--- src/rtl/pattern_match_ctrl.sv ---
// Programmable serial pattern detector: software loads pattern/length/overlap/threshold,
// arms a run, and the block counts matches and raises a sticky irq at the threshold.
module pattern_match_ctrl #(
  parameter int unsigned MAXLEN = 8,
  parameter int unsigned CNTW   = 8
) (
  input  logic              clk,
  input  logic              rst,
  input  logic              cfg_we,
  input  logic [MAXLEN-1:0] cfg_pat,
  input  logic [3:0]        cfg_len,
  input  logic              cfg_overlap,
  input  logic [CNTW-1:0]   cfg_thresh,
  input  logic              start,
  input  logic              stop,
  input  logic              in_valid,
  input  logic              in,
  output logic              match,
  output logic              busy,
  output logic              done,
  output logic [CNTW-1:0]   match_cnt,
  output logic              irq,
  input  logic              irq_clr
);

  localparam logic [3:0] MaxLen4 = 4'(MAXLEN);

  typedef enum logic [1:0] {StIdle, StRun, StDone} state_e;

  state_e            state_q, state_d;
  logic [MAXLEN-1:0] pat_q, pat_d;
  logic [3:0]        len_q, len_d;
  logic              ovl_q, ovl_d;
  logic [CNTW-1:0]   thresh_q, thresh_d;
  logic [MAXLEN-1:0] hist_q, hist_d;
  logic [3:0]        fill_q, fill_d;
  logic [CNTW-1:0]   cnt_q, cnt_d;
  logic              match_q, match_d;
  logic              irq_q, irq_d;

  logic [MAXLEN-1:0] cand;
  logic [MAXLEN-1:0] mask;
  logic              hit;
  logic              irq_set;
  logic [CNTW-1:0]   cnt_inc;
  logic [3:0]        fill_inc;

  // Window formed by the newest len bits, including the bit arriving this cycle.
  always_comb begin
    cand = {hist_q[MAXLEN-2:0], in};
    mask = '0;
    for (int i = 0; i < int'(MAXLEN); i++) begin
      mask[i] = (i < int'(len_q));
    end
    hit = (state_q == StRun) && in_valid && (len_q != 4'd0) &&
          (({1'b0, fill_q} + 5'd1) >= {1'b0, len_q}) &&
          (((cand ^ pat_q) & mask) == '0);
  end

  assign cnt_inc  = (cnt_q == '1) ? cnt_q : cnt_q + 1'b1;
  assign fill_inc = (fill_q == MaxLen4) ? fill_q : fill_q + 4'd1;

  always_comb begin
    state_d  = state_q;
    pat_d    = pat_q;
    len_d    = len_q;
    ovl_d    = ovl_q;
    thresh_d = thresh_q;
    hist_d   = hist_q;
    fill_d   = fill_q;
    cnt_d    = cnt_q;
    match_d  = 1'b0;
    irq_set  = 1'b0;

    if (cfg_we && (state_q == StIdle)) begin
      pat_d    = cfg_pat;
      len_d    = (cfg_len > MaxLen4) ? MaxLen4 : cfg_len;
      ovl_d    = cfg_overlap;
      thresh_d = cfg_thresh;
    end

    case (state_q)
      StIdle, StDone: begin
        if (stop) begin
          state_d = StIdle;
        end else if (start) begin
          state_d = StRun;
          hist_d  = '0;
          fill_d  = '0;
          cnt_d   = '0;
        end
      end
      StRun: begin
        // stop wins over a match completing in the same cycle
        if (stop) begin
          state_d = StIdle;
        end else if (in_valid) begin
          hist_d = cand;
          fill_d = (hit && !ovl_q) ? 4'd0 : fill_inc;
          if (hit) begin
            match_d = 1'b1;
            cnt_d   = cnt_inc;
            if ((thresh_q != '0) && (cnt_inc == thresh_q)) begin
              state_d = StDone;
              irq_set = 1'b1;
            end
          end
        end
      end
      default: state_d = StIdle;
    endcase

    irq_d = irq_set ? 1'b1 : (irq_clr ? 1'b0 : irq_q);
  end

  always_ff @(posedge clk or negedge rst) begin
    if (!rst) begin
      state_q  <= StIdle;
      pat_q    <= '0;
      len_q    <= '0;
      ovl_q    <= 1'b0;
      thresh_q <= '0;
      hist_q   <= '0;
      fill_q   <= '0;
      cnt_q    <= '0;
      match_q  <= 1'b0;
      irq_q    <= 1'b0;
    end else begin
      state_q  <= state_d;
      pat_q    <= pat_d;
      len_q    <= len_d;
      ovl_q    <= ovl_d;
      thresh_q <= thresh_d;
      hist_q   <= hist_d;
      fill_q   <= fill_d;
      cnt_q    <= cnt_d;
      match_q  <= match_d;
      irq_q    <= irq_d;
    end
  end

  assign match     = match_q;
  assign busy      = (state_q == StRun);
  assign done      = (state_q == StDone);
  assign match_cnt = cnt_q;
  assign irq       = irq_q;

endmodule

--- config.mk ---
export PLATFORM = sky130hd
export DESIGN_NAME = pattern_match_ctrl
export DESIGN_NICKNAME = d
export VERILOG_FILES = /design/src/rtl/pattern_match_ctrl.sv
export SDC_FILE = /design/constraint.sdc
export NUM_CORES = 1
export LEC_CHECK = 0
export CORE_UTILIZATION = 45
export DETAILED_ROUTE_END_ITERATION = 7
export HOLD_SLACK_MARGIN = 0.08
export PLACE_DENSITY = 0.72
export SLEW_MARGIN = 25
export SYNTH_ARGS = -nofsm -noshare
export SYNTH_HDL_FRONTEND = slang
export SYNTH_SLANG_ARGS = --single-unit
--- constraint.sdc ---
create_clock -name clk -period 2.4 [get_ports clk]
set_clock_uncertainty 0.1 [all_clocks]
set_input_delay 0.48 -clock clk [delete_from_list [all_inputs] [get_ports clk]]
set_output_delay 0.48 -clock clk [all_outputs]
set_load 0.01 [all_outputs]
; ---- Word level (Yosys, flattened, before mapping)
; Index checks and enable logic that the tools add are counted.
[classes]
add_sub_neg = 3
bitwise = 2
n_reduce_logical = 19
mux = 36
eq_ne = 15
n_lt_le_gt_ge = 10
[op_table]
columns = cell, n
row1 = two-way mux 8 bit, 6
row2 = two-way mux 4 bit, 7
row3 = less-than comparator 3 x 4 -> 1 bit (first input constant), 4
row4 = one-hot mux 8 bit (2 select lines), 1
row5 = two-way mux 7 bit, 2
row6 = one-hot mux 7 bit (2 select lines), 1
row7 = two-way mux 2 bit, 6
row8 = AND reduction 6 bit, 2
row9 = two-way mux 1 bit, 11
row10 = inequality test 3 x 2 -> 1 bit (second input constant), 3
row11 = adder 8 x 1 -> 8 bit (second input constant), 1
row12 = AND 8 bit, 1
row13 = equality test 8 bit, 1
row14 = equality test 8 bit (second input constant), 1
row15 = zero test 8 bit, 1
row16 = less-than comparator 1 x 4 -> 1 bit (first input constant), 2
row17 = less-than comparator 2 x 4 -> 1 bit (first input constant), 2
row18 = inequality test 2 bit (second input constant), 4
row19 = one-hot mux 4 bit (2 select lines), 1
row20 = nonzero test 8 bit, 1
row21 = XOR 8 bit, 1
row22 = logical AND 1 bit, 7
row23 = inequality test 3 bit (second input constant), 2
row24 = adder 4 x 1 -> 5 bit (second input constant), 1
row25 = 15 further kinds, 16
[totals]
ff_bits = 44
output_inout_bits = 12
in_bits = 29

; ---- Depth between registers and ports, before layout
[logic_depth]
depth_word = 10
ltp_mapped = 11
depth_no_buf = 10

; ---- Worst setup path after synthesis
; No wires, ideal clock.
[synth_path]
path_kind = reg-to-reg
start = register cnt_q[1], in the netlist match_cnt[1]
end = register state_q[0]
setup_ns = 0.119
path_slack_ns = -0.149
t_required_ns = 2.181
path_buffers = 1
period_less_slack_ns = 2.549
arrival_time_ns = 2.330
stages_incl_launch_ff = 10
cell_sequence = dfrtp_1 -> ha_1 -> buf_2 -> and3_1 -> nor2_1 -> nor4b_1 -> a21o_1 -> mux2i_1 -> or4b_1 -> o21a_1
[synth_between]
elab_chain_cells = 6
[synth_rtl]
columns = element, line
row1 = from (decl), 37  ; logic [CNTW-1:0] cnt_q, cnt_d;
row2 = from (signal assigned), 136  ; cnt_q <= cnt_d;
row3 = adder 8 x 1 -> 8 bit or equality test 8 bit (tied branches), 60  ; assign cnt_inc = (cnt_q == '1) ? cnt_q : cnt_q + 1'b1;
row4 = two-way mux 8 bit (*), 60
row5 = equality test 8 bit (*), 103  ; if ((thresh_q != '0) && (cnt_inc == thresh_q)) begin
row6 = logical AND 1 bit (*), 103
row7 = inequality test 3 x 2 -> 1 bit (no source line) (*), n/a
row8 = AND reduction 4 bit (no source line) (*), n/a
row9 = to (signal assigned), 118  ; state_q <= StIdle;
row10 = to (signal assigned), 129  ; state_q <= state_d;
row11 = to (decl), 30  ; state_e state_q, state_d;
; Mark *: on every way between the ends. The rest lies on a longest branch, timed or not.
; A chain may end at the register's enable or synchronous reset.

; ---- Final worst setup path
[layout_path]
start = register fill_q[0]
end = register cnt_q[1], in the netlist match_cnt[1]
[layout_between]
elab_chain_cells = 6
[layout_rtl]
columns = element, line
row1 = from (decl), 36  ; logic [3:0] fill_q, fill_d;
row2 = from (signal assigned), 135  ; fill_q <= fill_d;
row3 = adder 4 x 1 -> 5 bit, 56  ; (({1'b0, fill_q} + 5'd1) >= {1'b0, len_q}) &&
row4 = >= comparator 5 x 4 -> 1 bit, 56
row5 = logical AND 1 bit, 55  ; hit = (state_q == StRun) && in_valid && (len_q != 4'd0) &&
row6 = logical AND 1 bit, 56
row7 = inequality test 2 x 1 -> 1 bit (no source line), n/a
row8 = AND reduction 6 bit (no source line), n/a
; Every way passes these cells.

==> flow_summary.yaml <==
outcome:
  outcome: "complete, but fails checks"
  violations: "setup timing"
sta:
  hold_viol_final: 0
  fin_crit_sh: 1.084
  setup_tns_ps: -1414
  setup_viol: 14
  slew_headroom: 0.6451
  fin_ws_ps: -201.2
  period_needed_ps: 2601
  fmax_ghz: 0.3844
  grt_setup_unrepaired: "yes"
  tightest_slew_ps: 532.3
  slew_violations: 0
worst_setup_path:
  worstPathArrival_ps: 2700
  crit_fanout: 5
  required_ps: 2500
  end_kind: "flip-flop"
  crit_type: "flip-flop to flip-flop"
  setup.worst_path.start_class: "flip-flop"
detailed_routing:
  drt_iter0_drc: 137
  via_count: 2309
  first_pass_iters: 4
  wl_um: 6496
  wl_per_cell_um: 16.00
  antenna_left: 0
  drc: 0
  via_per_inst: 5.687
power:
  vdd.ir_drop.worst_mv: 0.4461
  p_leak_nw: 1.500
  total_power_mw: 1.764
  p_per_area_nw_per_um2: 489.5
die:
  io_pins: 41
  rows: 26
  coreArea_um2: 5238
  die_area_um2: 5891
  die_width_um: 76.76
  fp.dieH_um: 76.76
  initial_core_util: 0.4802
cts:
  clkSlewWorstSetupHoldPaths_ps: 90
  cts_buffers: 5
  clock_path_buffers: 2
  cts_htree_levels: 2
  clk_latency_ps: 300
  cts_root_buf: "clkbuf_8"
  cts.sinks: 44
  cts_tree: "yes"
synth:
  synth_edf_count: 0
  syn_inst: 248
  synthArstFlopShare: 1.000
  syn_avg_cell_area_um2: 10.14
  synth_cell_types: 53
  syn-num-nets: 284
  ys_seq_area_frac: 0.4378
  ys.flop_type: "dfrtp_1"
  yosys_warnings: 0
  synth-seq-cells: 44
  synthesis.area_um2: 2515
cells_and_area:
  fin_cells: 406
  fill_cells: 401
  drive_above_1_share: 0.3274
  antenna_cells: 0
  area_growth_pct: 43.28
  nets: 371
flow_run:
  drv_cap: 0
place:
  dp.cells: 390
  numPortBuffers: 40
  gp_congestion: 0.9458
  dpl_worst_slack_ps: -336.5
  hpwl_um: 4640
global_route:
  overflow: 0
  antenna_found_initial: 0
  grt_start_max_net_pins: 24
  grt_pass1_vias: 2271
  grt_first_pass_wirelength_um: 10830
  track_usage: 0.2364
worst_hold_path:
  min_path_type: "flip-flop to flip-flop"
-- timing repair --
item	CTS	global route
pin swaps	13	4
endpoints found under the setup margin	12	16
hold buffers	1	0
endpoints found under the hold margin	21	0
resized for setup	16	16
setup buffers	6	1
-- synth_stat cells (5+ instances only) --
library cell  count  area share
nand2_1           9       0.013
ha_1              7       0.035
nor2_1            6      0.0090
nand3b_1          5       0.015
dfrtp_1          44        0.44
xor2_1           10       0.035
nor3_1            6       0.012
a21oi_1          13       0.026
a31oi_1           6       0.015
mux2_2           17       0.076
buf_2             7       0.014
inv_1            15       0.022
a22o_1            9       0.031
o21ai_0          18       0.036
nand3_1           8       0.016
xnor2_1           7       0.024
-- cells by family after synthesis --
kind of cell,share of synthesized area
flip-flops,0.4378
XOR/XNOR,0.05920
AND/OR/NAND/NOR,0.1388
multiplexers,0.08806
adder cells (fa/ha/maj),0.03482
AO/OA/AOI/OAI,0.1940
buffers and inverters,0.04725
-- placed cells by master, fill, tap and decap left out, types with 3 or more instances in the layout --
cell / count
nand4_1: 4
a31oi_1: 5
a22o_1: 9
a21o_1: 3
nand2_1: 9
o221ai_1: 3
dfrtp_2: 3
nor3_1: 5
ha_1: 4
buf_6: 5
inv_1: 14
xor2_1: 10
o21ai_1: 8
buf_4: 45
nand3_1: 6
a21oi_1: 11
nor2_1: 6
clkbuf_8: 5
dfrtp_1: 41
nand3b_1: 5
mux2_2: 17
o22ai_1: 3
clkdlybuf4s50_1: 39
o21ai_0: 10
mux2i_1: 3
nor4_1: 3
xnor2_1: 7
-- state kept, by name, summed over array words and instances (netlist names) --
signal     cells
match          1
hist_q         7
fill_q         4
pat_q          8
irq            1
thresh_q       8
state_q        2
match_cnt      8
len_q          4
ovl_q          1
-- cell type report --
class	instances	area, µm²	share of cell area
Multi-Input combinational cell	175	1430	0.3969
Sequential cell	44	1105	0.3066
Timing Repair Buffer	92	819.5	0.2274
Tap cell	70	87.58	0.02431
Clock buffer	5	68.82	0.01910
Inverter	17	67.56	0.01875
Clock inverter	3	25.02	0.006944
-- worst paths after layout --
check                           startpoint  slack (ps)           end  depth (start not counted)
worst max-delay path             fill_q[0]        -200  match_cnt[1]                         10
worst min-delay path              pat_q[5]         440      pat_q[5]                          1
worst max register to register   fill_q[0]        -200  match_cnt[1]                         10
worst min register to register    pat_q[5]         440      pat_q[5]                          1
max in group asynchronous              rst        1110   thresh_q[5]                          3
min in group asynchronous              rst         580  match_cnt[0]                          2
-- worst max-delay path, stage by stage (launching register included) --
cell and delay (ps):
dfrtp_2 460, ha_4 180, xor2_1 140, ha_1 280
o21ai_1 70, o21ai_1 130, o21ai_1 110, or3_4 360
buf_6 140, a221o_1 340, a32o_1 200
-- metal layers --
layer  vias to the layer above  global-route usage  share of wire
li1                       1096                   -              -
met5                         -                   0              0
met2                        86              0.3643           0.48
met3                        18             0.05595          0.066
met1                      1109              0.3160           0.43
met4                         0              0.1019          0.024
-- where the power goes --
part / switching, mW / internal (mW)
registers: 0.0656 / 0.805
clock network: 0.281 / 0.212
logic: 0.180 / 0.220
-- per-stage QoR --
stage | instance area [µm²] | hold slack, ps | utilization
finish | 3603 | 439.8 | 0.6880
detailed placement | 3313 | 381.3 | 0.6326
CTS | 3520 | 438.6 | 0.6720
global route | 3603 | 464.2 | 0.6880
global placement | 3313 | 392.3 | 0.6326
floorplan | 2542 | 84.41 | -
(Power assumes the default switching activity.)
